### config.mk
export PLATFORM = sky130hd
export DESIGN_NAME = mult_sched_8_flat
export DESIGN_NICKNAME = d
export VERILOG_FILES = /design/src/rtl/mult_sched_pkg.sv /design/src/rtl/mult_sched_8_if.sv /design/src/rtl/rr_arbiter.sv /design/src/rtl/mult_sched_8.sv /design/src/flat_wrapper.sv
export SDC_FILE = /design/constraint.sdc
export NUM_CORES = 1
export LEC_CHECK = 0
export CAP_MARGIN = 20
export CORE_AREA = 2 2 107 109
export DETAILED_ROUTE_END_ITERATION = 6
export DIE_AREA = 0 0 109 111
export DONT_BUFFER_PORTS = 1
export MAX_ROUTING_LAYER = met4
export PLACE_DENSITY = 0.46
export SLEW_MARGIN = 20
export SYNTH_ARGS = -nofsm -noshare
export SYNTH_HDL_FRONTEND = slang
export SYNTH_SLANG_ARGS = --single-unit
### constraint.sdc
create_clock -name clk_i -period 3 [get_ports clk_i]
set_input_delay 0.6 -clock clk_i [delete_from_list [all_inputs] [get_ports clk_i]]
set_output_delay 0.6 -clock clk_i [all_outputs]
set_load 0.05 [all_outputs]
### src/rtl/mult_sched_pkg.sv
// Shared types and helpers for the multiplier scheduler and other shared FFT resources.
package mult_sched_pkg;

  // Stage count of the existing 8x8 shift-add multiplier.
  localparam int unsigned MULT8_LATENCY = 8;

  // Widest requester set supported by the shared round-robin helper.
  localparam int unsigned MAX_REQ  = 8;
  localparam int unsigned PTR_W    = 3;
  localparam int unsigned TAG_ID_W = 3;

  // In-flight product tag; blocks with fewer requesters use the low id bits.
  typedef struct packed {
    logic                valid;
    logic [TAG_ID_W-1:0] id;
  } tag_t;

  // One-hot pick of the first asserted request at or after ptr, wrapping modulo n.
  function automatic logic [MAX_REQ-1:0] rr_pick(input logic [MAX_REQ-1:0] req,
                                                 input logic [PTR_W-1:0]   ptr,
                                                 input int unsigned        n);
    logic [MAX_REQ-1:0] gnt;
    logic               found;
    logic [PTR_W-1:0]   idx;
    gnt   = '0;
    found = 1'b0;
    for (int unsigned k = 0; k < MAX_REQ; k++) begin
      if (k < n) begin
        idx = PTR_W'((32'(ptr) + k) % n);
        if (!found && req[idx]) begin
          gnt[idx] = 1'b1;
          found    = 1'b1;
        end
      end
    end
    return gnt;
  endfunction

endpackage

### src/rtl/mult_sched_8_if.sv
// Requester-side bus of the multiplier scheduler: operand requests, grants and results.
interface mult_sched_8_if #(
  parameter int unsigned NUM_REQ = 4,
  parameter int unsigned ID_W    = 2
);

  logic [NUM_REQ-1:0]   req;
  logic [NUM_REQ*8-1:0] req_a;
  logic [NUM_REQ*8-1:0] req_b;
  logic [NUM_REQ-1:0]   gnt;
  logic [NUM_REQ-1:0]   res_valid;
  logic [15:0]          res_data;
  logic [ID_W-1:0]      res_id;

  // Requester side.
  modport master (
    output req, req_a, req_b,
    input  gnt, res_valid, res_data, res_id
  );

  // Scheduler side.
  modport slave (
    input  req, req_a, req_b,
    output gnt, res_valid, res_data, res_id
  );

endinterface

### src/rtl/rr_arbiter.sv
// Round-robin arbiter: pointer register plus masked priority pick, combinational grant.
module rr_arbiter
  import mult_sched_pkg::*;
#(
  parameter int unsigned NUM_REQ = 4,
  parameter int unsigned ID_W    = 2
) (
  input  logic               clk_i,
  input  logic               rst_ni,
  input  logic [NUM_REQ-1:0] req_i,
  output logic [NUM_REQ-1:0] gnt_o,
  output logic [ID_W-1:0]    gnt_idx_o,
  output logic               gnt_any_o
);

  logic [ID_W-1:0]    ptr_q, ptr_d;
  logic [MAX_REQ-1:0] pick;
  logic               unused_pick;

  // Grant search from the pointer; held off entirely while in reset.
  always_comb begin
    pick        = rr_pick(MAX_REQ'(req_i), PTR_W'(ptr_q), NUM_REQ);
    unused_pick = ^(pick >> NUM_REQ);
    gnt_o       = rst_ni ? pick[NUM_REQ-1:0] : '0;
    gnt_any_o   = |gnt_o;
    gnt_idx_o   = '0;
    for (int unsigned i = 0; i < NUM_REQ; i++) begin
      if (gnt_o[i]) gnt_idx_o = ID_W'(i);
    end
  end

  // Pointer moves just past the winner; idle cycles leave it alone.
  always_comb begin
    ptr_d = ptr_q;
    if (gnt_any_o) begin
      ptr_d = (gnt_idx_o == ID_W'(NUM_REQ - 1)) ? '0 : gnt_idx_o + ID_W'(1);
    end
  end

  // Pointer register.
  always_ff @(posedge clk_i) begin
    if (!rst_ni) begin
      ptr_q <= '0;
    end else begin
      ptr_q <= ptr_d;
    end
  end

endmodule

### src/rtl/mult_sched_8.sv
// Shares one pipelined 8x8 multiplier among NUM_REQ requesters; tags each product with its
// requester id and routes the result back, flagging any tag/valid misalignment.
module mult_sched_8
  import mult_sched_pkg::*;
#(
  parameter int unsigned NUM_REQ      = 4,
  parameter int unsigned ID_W         = 2,
  parameter int unsigned MULT_LATENCY = MULT8_LATENCY
) (
  input  logic           clk_i,
  input  logic           rst_ni,
  mult_sched_8_if.slave  sched_if,
  output logic           mult_en_o,
  output logic [7:0]     mult_1_o,
  output logic [7:0]     mult_2_o,
  input  logic [15:0]    mult_result_i,
  input  logic           mult_result_rdy_i,
  output logic           busy_o,
  output logic           err_o
);

  logic [NUM_REQ-1:0] gnt;
  logic [ID_W-1:0]    gnt_idx;
  logic               gnt_any;
  logic [7:0]         a_sel, b_sel;

  logic               mult_en_q, mult_en_d;
  logic [7:0]         mult_1_q, mult_1_d;
  logic [7:0]         mult_2_q, mult_2_d;
  logic [ID_W-1:0]    issue_id_q, issue_id_d;

  tag_t                     issue_tag;
  tag_t [MULT_LATENCY-1:0]  tag_q;
  tag_t                     tag_out;
  logic [ID_W-1:0]          out_id;
  logic                     tag_any;
  logic                     unused_tag_hi;

  logic [NUM_REQ-1:0] res_valid_q, res_valid_d;
  logic [15:0]        res_data_q, res_data_d;
  logic [ID_W-1:0]    res_id_q, res_id_d;
  logic               err_q, err_d;

  rr_arbiter #(
    .NUM_REQ (NUM_REQ),
    .ID_W    (ID_W)
  ) u_arb (
    .clk_i     (clk_i),
    .rst_ni    (rst_ni),
    .req_i     (sched_if.req),
    .gnt_o     (gnt),
    .gnt_idx_o (gnt_idx),
    .gnt_any_o (gnt_any)
  );

  assign sched_if.gnt = gnt;

  // Operand mux driven by the one-hot grant.
  always_comb begin
    a_sel = '0;
    b_sel = '0;
    for (int unsigned i = 0; i < NUM_REQ; i++) begin
      if (gnt[i]) begin
        a_sel = sched_if.req_a[i*8 +: 8];
        b_sel = sched_if.req_b[i*8 +: 8];
      end
    end
  end

  // Issue stage next-state: operands and id only change on a grant.
  always_comb begin
    mult_en_d  = gnt_any;
    mult_1_d   = mult_1_q;
    mult_2_d   = mult_2_q;
    issue_id_d = issue_id_q;
    if (gnt_any) begin
      mult_1_d   = a_sel;
      mult_2_d   = b_sel;
      issue_id_d = gnt_idx;
    end
  end

  // Issue stage registers.
  always_ff @(posedge clk_i) begin
    if (!rst_ni) begin
      mult_en_q  <= 1'b0;
      mult_1_q   <= '0;
      mult_2_q   <= '0;
      issue_id_q <= '0;
    end else begin
      mult_en_q  <= mult_en_d;
      mult_1_q   <= mult_1_d;
      mult_2_q   <= mult_2_d;
      issue_id_q <= issue_id_d;
    end
  end

  assign issue_tag = '{valid: mult_en_q, id: TAG_ID_W'(issue_id_q)};

  // Tag pipe: the tag enters alongside mult_en and leaves when the multiplier raises rdy.
  always_ff @(posedge clk_i) begin
    if (!rst_ni) begin
      tag_q <= '0;
    end else begin
      tag_q[0] <= issue_tag;
      for (int unsigned i = 1; i < MULT_LATENCY; i++) begin
        tag_q[i] <= tag_q[i-1];
      end
    end
  end

  // Tag pipe output and in-flight summary.
  always_comb begin
    tag_out       = tag_q[MULT_LATENCY-1];
    out_id        = tag_out.id[ID_W-1:0];
    unused_tag_hi = ^(tag_out.id >> ID_W);
    tag_any       = 1'b0;
    for (int unsigned i = 0; i < MULT_LATENCY; i++) begin
      tag_any = tag_any | tag_q[i].valid;
    end
  end

  // Return stage next-state: a result is delivered only when tag and rdy agree.
  always_comb begin
    res_valid_d = '0;
    res_data_d  = res_data_q;
    res_id_d    = res_id_q;
    err_d       = err_q | (tag_out.valid ^ mult_result_rdy_i);
    if (tag_out.valid && mult_result_rdy_i) begin
      res_valid_d = NUM_REQ'(1) << out_id;
      res_data_d  = mult_result_i;
      res_id_d    = out_id;
    end
  end

  // Return stage and sticky error registers.
  always_ff @(posedge clk_i) begin
    if (!rst_ni) begin
      res_valid_q <= '0;
      res_data_q  <= '0;
      res_id_q    <= '0;
      err_q       <= 1'b0;
    end else begin
      res_valid_q <= res_valid_d;
      res_data_q  <= res_data_d;
      res_id_q    <= res_id_d;
      err_q       <= err_d;
    end
  end

  assign sched_if.res_valid = res_valid_q;
  assign sched_if.res_data  = res_data_q;
  assign sched_if.res_id    = res_id_q;

  assign mult_en_o = mult_en_q;
  assign mult_1_o  = mult_1_q;
  assign mult_2_o  = mult_2_q;
  assign busy_o    = mult_en_q | tag_any;
  assign err_o     = err_q;

endmodule

### src/flat_wrapper.sv
// flat-port wrapper written by rule: the top's interface ports become plain ports
module mult_sched_8_flat import mult_sched_pkg::*;
#(
  parameter int unsigned NUM_REQ      = 4,
  parameter int unsigned ID_W         = 2,
  parameter int unsigned MULT_LATENCY = MULT8_LATENCY
)
  (clk_i, rst_ni, mult_en_o, mult_1_o, mult_2_o, mult_result_i, mult_result_rdy_i, busy_o, err_o, sched_if_req, sched_if_req_a, sched_if_req_b, sched_if_gnt, sched_if_res_valid, sched_if_res_data, sched_if_res_id);
  mult_sched_8_if #(.NUM_REQ(NUM_REQ), .ID_W(ID_W)) sched_if_i ();
  input  logic clk_i;
  input  logic rst_ni;
  output logic mult_en_o;
  output logic [7:0] mult_1_o;
  output logic [7:0] mult_2_o;
  input  logic [15:0] mult_result_i;
  input  logic mult_result_rdy_i;
  output logic busy_o;
  output logic err_o;
  input wire logic [$bits(sched_if_i.req)-1:0] sched_if_req;
  input wire logic [$bits(sched_if_i.req_a)-1:0] sched_if_req_a;
  input wire logic [$bits(sched_if_i.req_b)-1:0] sched_if_req_b;
  output wire logic [$bits(sched_if_i.gnt)-1:0] sched_if_gnt;
  output wire logic [$bits(sched_if_i.res_valid)-1:0] sched_if_res_valid;
  output wire logic [$bits(sched_if_i.res_data)-1:0] sched_if_res_data;
  output wire logic [$bits(sched_if_i.res_id)-1:0] sched_if_res_id;
  assign sched_if_i.req = sched_if_req;
  assign sched_if_i.req_a = sched_if_req_a;
  assign sched_if_i.req_b = sched_if_req_b;
  assign sched_if_gnt = sched_if_i.gnt;
  assign sched_if_res_valid = sched_if_i.res_valid;
  assign sched_if_res_data = sched_if_i.res_data;
  assign sched_if_res_id = sched_if_i.res_id;
  mult_sched_8 #(.NUM_REQ(NUM_REQ), .ID_W(ID_W), .MULT_LATENCY(MULT_LATENCY)) u_core (.clk_i(clk_i), .rst_ni(rst_ni), .sched_if(sched_if_i), .mult_en_o(mult_en_o), .mult_1_o(mult_1_o), .mult_2_o(mult_2_o), .mult_result_i(mult_result_i), .mult_result_rdy_i(mult_result_rdy_i), .busy_o(busy_o), .err_o(err_o));
endmodule
==> flow_metrics.py, run 1 <==
metrics = {
    "sta": {
        "slew_headroom_pct": 59.8,
        "finClkSkew_ns": 0.00477,
        "hold_viol": 0,
        "post-route-period-util_pct": 99.3,
        "post-route-min-period_ns": 2.98,
        "setup_viol": 0,
        "grt_setup_unrepaired": "true",
        "setup_tns_ns": 0,
        "clock.fmax_ghz": 0.336,
        "slew_violations": 0,
        "tightest_slew_ns": 0.602,
    },
    "clock_network": {
        "h-tree-depth": 3,
        "cts_tree": "built",
        "cts_buffers": 9,
        "clockBufferDepth": 2,
        "cts.clk_slew.worst_paths_ns": 0.06,
        "clock_sinks": 68,
        "cts_root_buf": "clkbuf_16",
        "cts-hold-fix-buffers": 0,
        "clk_latency_ns": 0.32,
    },
    "worst_setup_path": {
        "reg2reg_depth": 12,
        "critPathMaxStageDelay_ns": 0.54,
        "r2r_slack_ns": 0.19,
        "worstSetupPathType": "flip-flop to output pin",
        "rr_startpoint": "u_core.u_arb.ptr_q[1]$_SDFFE_PN0P_",
        "worstPathRequired_ns": 2.40,
        "critPathArrivalTime_ns": 2.38,
        "slowest_stage": "mux4_2",
        "start_kind": "flip-flop",
        "crit_fanout": 10,
        "cp-end-kind": "output pin",
        "worstReg2RegEnd": "u_core.u_arb.ptr_q[1]$_SDFFE_PN0P_",
        "worstPathCellList": "inv_2 -> ha_4 -> mux4_2 -> nor2b_4 -> a22o_1 -> o31ai_4 -> bufinv_8",
    },
    "floorplan": {
        "fp.dieW_um": 109,
        "fp-row-count": 39,
        "initial_core_util_pct": 28.8,
        "core_area_um2": 11100,
        "ios": 132,
        "dieArea_um2": 12100,
        "die_h_um": 111,
    },
    "final_layout": {
        "syn_to_final_growth_pct": 20.3,
        "antenna_cells": 0,
        "drive_gt1_share_pct": 17.4,
        "finalNetCount": 458,
    },
    "synthesis": {
        "yosys_warnings": 0,
        "async_flop_share_pct": 0,
        "synth.distinct_cells": 52,
        "avgSynthCellArea_um2": 9.24,
        "synthesis.area_um2": 3190,
        "synthCells": 345,
        "yosysSeqAreaShare_pct": 42.7,
        "synthDominantCellAreaShare_pct": 42.7,
        "ys_top_cells_by_area": "dfxtp_1, mux2i_1, and2_1, nand2_1, ha_1",
        "yosys.area.top_type": "dfxtp_1",
        "ys_seq_elements": 68,
        "syn_nets": 441,
        "synth_edf_count": 0,
        "synth_flop_cell": "dfxtp_1",
    },
    "global_route": {
        "grt_pass1_vias": 2564,
        "grt_max_degree": 45,
        "overflow": 0,
        "grt_pass1_wl_um": 12800,
        "grt_use_total_pct": 14.2,
        "grt_antenna_before_repair": 0,
    },
    "worst_hold_path": {
        "whs_endpoint": "u_core.tag_q[19]$_SDFF_PN0_",
        "hold_start": "rst_ni",
        "hold_depth": 1,
        "hold_class": "input port to flip-flop",
    },
    "status": {
        "status": "complete, no violations",
    },
    "pwr": {
        "p_leak_nw": 1.46,
        "total_power_mw": 3.90,
        "irDropWorstVdd_uv": 408,
        "power_density_nw_per_um2": 1020,
    },
    "route": {
        "first_pass_iters": 4,
        "remaining_drc_errors": 0,
        "viasPerCell": 5.12,
        "wl_per_cell_um": 16.3,
        "drt_iter0_drc": 104,
        "wl_um": 8310,
        "vias": 2611,
        "antenna_left": 0,
    },
    "placed_design": {
        "port_buffers": 0,
        "gp_congestion": 0.847,
        "dp_hpwl_um": 5810,
    },
    "flow_run": {
        "drv_cap": 0,
    },
}
cell type report:
cell class	count	area, µm²
repair inverters	1	6.26
clock buffers	9	225
clock inverters	7	60.1
flip-flops and latches	68	1360
multi-input cells	243	1710
repair buffers	23	219
well taps	143	179
fillers	1162	7240
inverters	16	73.8
flip-flops by register name, indices dropped and copies added (netlist names):
| name | cells |
|---|---|
| u_core.tag_out | 1 |
| u_core.tag_q | 21 |
| u_core.sched_if.res_data | 16 |
| u_core.issue_id_q | 2 |
| u_core.u_arb.ptr_q | 2 |
| u_core.mult_1_o | 8 |
| u_core.sched_if.res_id | 2 |
| u_core.err_o | 1 |
| u_core.sched_if.res_valid | 4 |
| u_core.mult_2_o | 8 |
| u_core.out_id | 2 |
| u_core.mult_en_o | 1 |
worst max path at each step:
stage	endpoint	depth (start not counted)	slack (ns)	from
2_1_floorplan	sched_if_gnt[2]	8	0.03	u_core.u_arb.ptr_q[0]$_SDFFE_PN0P_
3_3_place_gp	u_core.mult_2_o[3]$_SDFFE_PN0P_	9	0.02	u_core.u_arb.ptr_q[0]$_SDFFE_PN0P_
3_5_place_dp	u_core.mult_2_o[3]$_SDFFE_PN0P_	9	-0.009	u_core.u_arb.ptr_q[0]$_SDFFE_PN0P_
4_1_cts	sched_if_gnt[2]	7	-0.01	u_core.u_arb.ptr_q[1]$_SDFFE_PN0P_
5_1_grt	sched_if_gnt[2]	7	-0.08	u_core.u_arb.ptr_q[0]$_SDFFE_PN0P_
6_report	sched_if_gnt[2]	7	0.02	u_core.u_arb.ptr_q[1]$_SDFFE_PN0P_
layout by cell type (no fill, tap or decap), types with 7 or more instances in the layout:
cell type  synthesis  routed
a221oi_1          10       9
o21ai_1            7       9
nand2_1           33      33
o21ai_0           11       8
o21bai_1           9       9
buf_4              0      19
mux2i_1           17      17
a21oi_1            9       9
nand2b_1           7       7
o22ai_1           13      13
nor2_1            30      29
and2_1            23      23
dfxtp_1           68      66
inv_1             14      12
ha_1               9       8
clkbuf_16          0      10
nor3_1             7       7
power breakdown:
group          internal [mW]  total (mW)  switching (mW)
Sequential              1.05        1.43           0.379
Combinational          0.658        1.47           0.816
Clock                  0.572       0.998           0.426
Total                   2.28        3.90            1.62
metrics by stage:
stage | utilization [%] | instances | worst slack (ns) | cell area [µm²] | hold WS (ns)
2_1_floorplan | - | 345 | 0.0305 | 3210 | 0.412
3_3_place_gp | 31.1 | 486 | 0.0156 | 3440 | 0.413
3_5_place_dp | 31.1 | 486 | -0.00931 | 3440 | 0.421
4_1_cts | 34.0 | 505 | -0.0106 | 3760 | 0.383
5_1_grt | 34.6 | 510 | -0.0817 | 3830 | 0.381
6_report | 34.6 | 510 | 0.0207 | 3830 | 0.401
logic make-up (layout without fill, tap and decap cells):
group / after synthesis / count (layout) / share of synthesized area (%)
buffers and inverters: 34 / 56 / 4.67
and+or+nand+nor: 122 / 122 / 19.4
muxes: 22 / 22 / 8.52
AOI/OAI and AO/OA: 90 / 90 / 21.1
adders and majority gates: 9 / 9 / 3.53
DFF: 68 / 68 / 42.7
Yosys cell counts (7+ instances only):
| cell type | instances |
|---|---|
| o21bai_1 | 9 |
| a21oi_1 | 9 |
| nand2_1 | 33 |
| o21ai_0 | 11 |
| a221oi_1 | 10 |
| and2_1 | 23 |
| inv_1 | 14 |
| ha_1 | 9 |
| o22ai_1 | 13 |
| dfxtp_1 | 68 |
| o21ai_1 | 7 |
| nor3_1 | 7 |
| clkbuf_1 | 11 |
| nand2b_1 | 7 |
| mux2i_1 | 17 |
| nor2_1 | 30 |
per-layer routing:
metal | track usage (%) | share of wire (%) | vias to the layer above
met4 | 5.21 | 2.0 | 0
met5 | - | 0 | -
met3 | 4.70 | 7.5 | 14
met1 | 16.1 | 41 | 1229
li1 | - | - | 1264
met2 | 23.0 | 49 | 104
worst max-delay path: cells and delay by family (launching register included):
family          cells  cell delay, ns
buf+inv             2            0.32
compound gates      2            0.41
fa+ha+maj           1            0.28
simple gates        1            0.16
mux                 1            0.54
flops               1            0.33
timing repair:
action / in CTS / in global routing
pin swaps: 3 / 3
endpoints found under the setup margin: 8 / 7
setup buffers: 2 / 4
resized for setup: 4 / 7
cloned: 1 / 1
No activity file was read; power rests on OpenSTA's default activity.
==> run 2: changes to the inputs <==
==> constraint.sdc (replaced) <==
create_clock -name clk_i -period 3 [get_ports clk_i]
set_input_delay 0.15 -clock clk_i [delete_from_list [all_inputs] [get_ports clk_i]]
set_output_delay 0.15 -clock clk_i [all_outputs]
set_load 0.05 [all_outputs]
==> run 2 against run 1 <==
- combinational power about the same
- utilization is 1.6 points higher
- total power rose by 1.0%
- global-route usage is 0.30 points lower
- sequential power hardly changed
- first-iteration DRC count rose by 45%
- clock power grew 8%
==> flow_metrics.py, run 2 (synthesis results as in run 1) <==
metrics = {
    "final_layout": {
        "antenna_cells": 0,
        "syn_to_final_growth_pct": 26.0,
        "finalNetCount": 480,
        "layout_common_cells": "dfxtp_1, nand2_1, nor2_1",
        "stdcell_count": 532,
        "drive_gt1_share_pct": 15.4,
        "largest_reg_flops": 21,
        "largest_register": "u_core.tag_q",
        "final_common_cell": "dfxtp_1",
    },
    "placed_design": {
        "gp_congestion": 0.828,
        "dp_hpwl_um": 5690,
        "placedCellCount": 487,
        "port_buffers": 0,
    },
    "clock_network": {
        "clock_sinks": 68,
        "cts_root_buf": "clkbuf_16",
        "clk_latency_ns": 0.32,
        "cts_buffers": 9,
        "cts.clk_slew.worst_paths_ns": 0.06,
        "cts_tree": "built",
        "h-tree-depth": 3,
        "clockBufferDepth": 2,
    },
    "worst_setup_path": {
        "worstPathCellList": "inv_1 -> ha_2 -> mux4_2 -> nor2b_4 -> a22o_1 -> o31ai_4 -> buf_6 -> clkinv_4 -> buf_4",
        "r2r_slack_ns": 0.22,
        "reg2reg_depth": 10,
        "cp-end-kind": "output pin",
        "critPathMaxStageDelay_ns": 0.54,
        "worstSetupPathType": "flip-flop to output pin",
        "worstReg2RegEnd": "u_core.mult_2_o[1]$_SDFFE_PN0P_",
        "start_kind": "flip-flop",
        "critPathArrivalTime_ns": 2.66,
        "slowest_stage": "mux4_2",
        "rr_startpoint": "u_core.u_arb.ptr_q[1]$_SDFFE_PN0P_",
        "crit_fanout": 6,
        "worstPathRequired_ns": 2.85,
        "cp.buffers_inverters": 4,
        "critPathTopFamily": "multiplexers",
    },
    "route": {
        "remaining_drc_errors": 0,
        "drt_iter0_drc": 151,
        "wl_um": 8260,
        "viasPerCell": 4.98,
        "dr_wl_met2_um": 3980,
        "wl_per_cell_um": 15.5,
        "vias": 2651,
        "first_pass_iters": 4,
        "wirelength_met1_um": 3660,
        "antenna_left": 0,
        "wl_met3_um": 556,
        "highest_layer": "met4",
    },
    "sta": {
        "grt_setup_unrepaired": "false",
        "clock.fmax_ghz": 0.355,
        "setup_tns_ns": 0,
        "tightest_slew_ns": 0.897,
        "slew_headroom_pct": 40.0,
        "post-route-period-util_pct": 93.8,
        "setup_viol": 0,
        "finClkSkew_ns": 0.00527,
        "hold_viol": 0,
        "post-route-min-period_ns": 2.81,
        "slew_violations": 0,
    },
    "floorplan": {
        "initial_core_util_pct": 28.8,
        "die_h_um": 111,
        "core_area_um2": 11100,
        "dieArea_um2": 12100,
        "ios": 132,
        "fp.dieW_um": 109,
        "fp-row-count": 39,
    },
    "global_route": {
        "overflow": 0,
        "grt_max_degree": 32,
        "grt_use_total_pct": 13.9,
        "grt_pass1_wl_um": 12800,
        "grt_antenna_before_repair": 0,
        "grt_pass1_vias": 2598,
    },
    "pwr": {
        "total_power_mw": 3.94,
        "p_leak_nw": 1.55,
        "irDropWorstVdd_uv": 407,
        "power_density_nw_per_um2": 980,
    },
    "worst_hold_path": {
        "whs_endpoint": "u_core.mult_1_o[5]$_SDFFE_PN0P_",
        "hold_class": "input port to flip-flop",
        "hold_start": "sched_if_req_a[29]",
        "hold_depth": 2,
    },
    "flow_run": {
        "drv_cap": 0,
    },
    "status": {
        "status": "complete, no violations",
    },
}
==> run 2: how the worst max path moves through the flow <==
| stage | start | end | slack (ns) | depth (start not counted) |
|---|---|---|---|---|
| after floorplan | u_core.u_arb.ptr_q[1]$_SDFFE_PN0P_ | u_core.mult_1_o[0]$_SDFFE_PN0P_ | 0.00009 | 10 |
| after global placement | u_core.u_arb.ptr_q[1]$_SDFFE_PN0P_ | u_core.mult_2_o[6]$_SDFFE_PN0P_ | 0.16 | 9 |
| after detailed placement | u_core.u_arb.ptr_q[1]$_SDFFE_PN0P_ | u_core.mult_2_o[1]$_SDFFE_PN0P_ | 0.12 | 9 |
| after CTS | u_core.u_arb.ptr_q[1]$_SDFFE_PN0P_ | sched_if_gnt[2] | 0.04 | 8 |
| after global routing | u_core.u_arb.ptr_q[1]$_SDFFE_PN0P_ | u_core.mult_1_o[2]$_SDFFE_PN0P_ | 0.01 | 11 |
| final | u_core.u_arb.ptr_q[1]$_SDFFE_PN0P_ | sched_if_gnt[2] | 0.19 | 9 |
==> run 2: per-stage QoR <==
step	util (%)	setup slack [ns]	hold slack (ns)	cell area (µm²)
after floorplan	-	0.0000926	0.286	3190
after global placement	30.8	0.164	0.278	3410
after detailed placement	30.8	0.116	0.281	3410
after CTS	35.6	0.0389	0.00194	3940
after global routing	36.3	0.00956	0.00736	4020
final	36.3	0.186	0.0120	4020
==> run 2: layer usage <==
metal  track usage, %  vias up
met4             4.96        0
met2             22.0       95
met3             4.06        6
met5                -        -
li1                 -     1311
met1             16.6     1239
==> run 2: what timing repair did <==
action / in CTS / in global routing
endpoints found under the setup margin: 0 / 17
gates resized for setup: 0 / 6
hold endpoints to repair: 52 / 0
hold buffers: 22 / 0
buffers inserted: 0 / 6
==> run 2: where the power goes <==
| group | internal [mW] | leakage (nW) | switching (mW) |
|---|---|---|---|
| combinational | 0.635 | 0.843 | 0.805 |
| sequential | 1.05 | 0.554 | 0.374 |
| clock | 0.673 | 0.149 | 0.404 |
| total | 2.35 | 1.55 | 1.58 |
==> run 2: area by class of cell <==
cell class,instances,area (µm²)
Timing Repair Buffer,45,409
Clock inverter,6,72.6
Tap cell,143,179
Clock buffer,10,239
Fill cell,1122,7060
Inverter,16,65.1
Sequential cell,68,1360
Timing Repair inverter,1,5.00
Multi-Input combinational cell,243,1680
==> run 2: worst register-to-register path: stages (launching register included) <==
cell      delay, ns
dfxtp_1        0.34
inv_1          0.06
ha_2           0.36
mux4_2         0.54
nor2b_4        0.16
a22o_1         0.22
o31ai_4        0.21
buf_6          0.16
clkinv_4       0.09
a221o_1        0.28
a32o_1         0.25
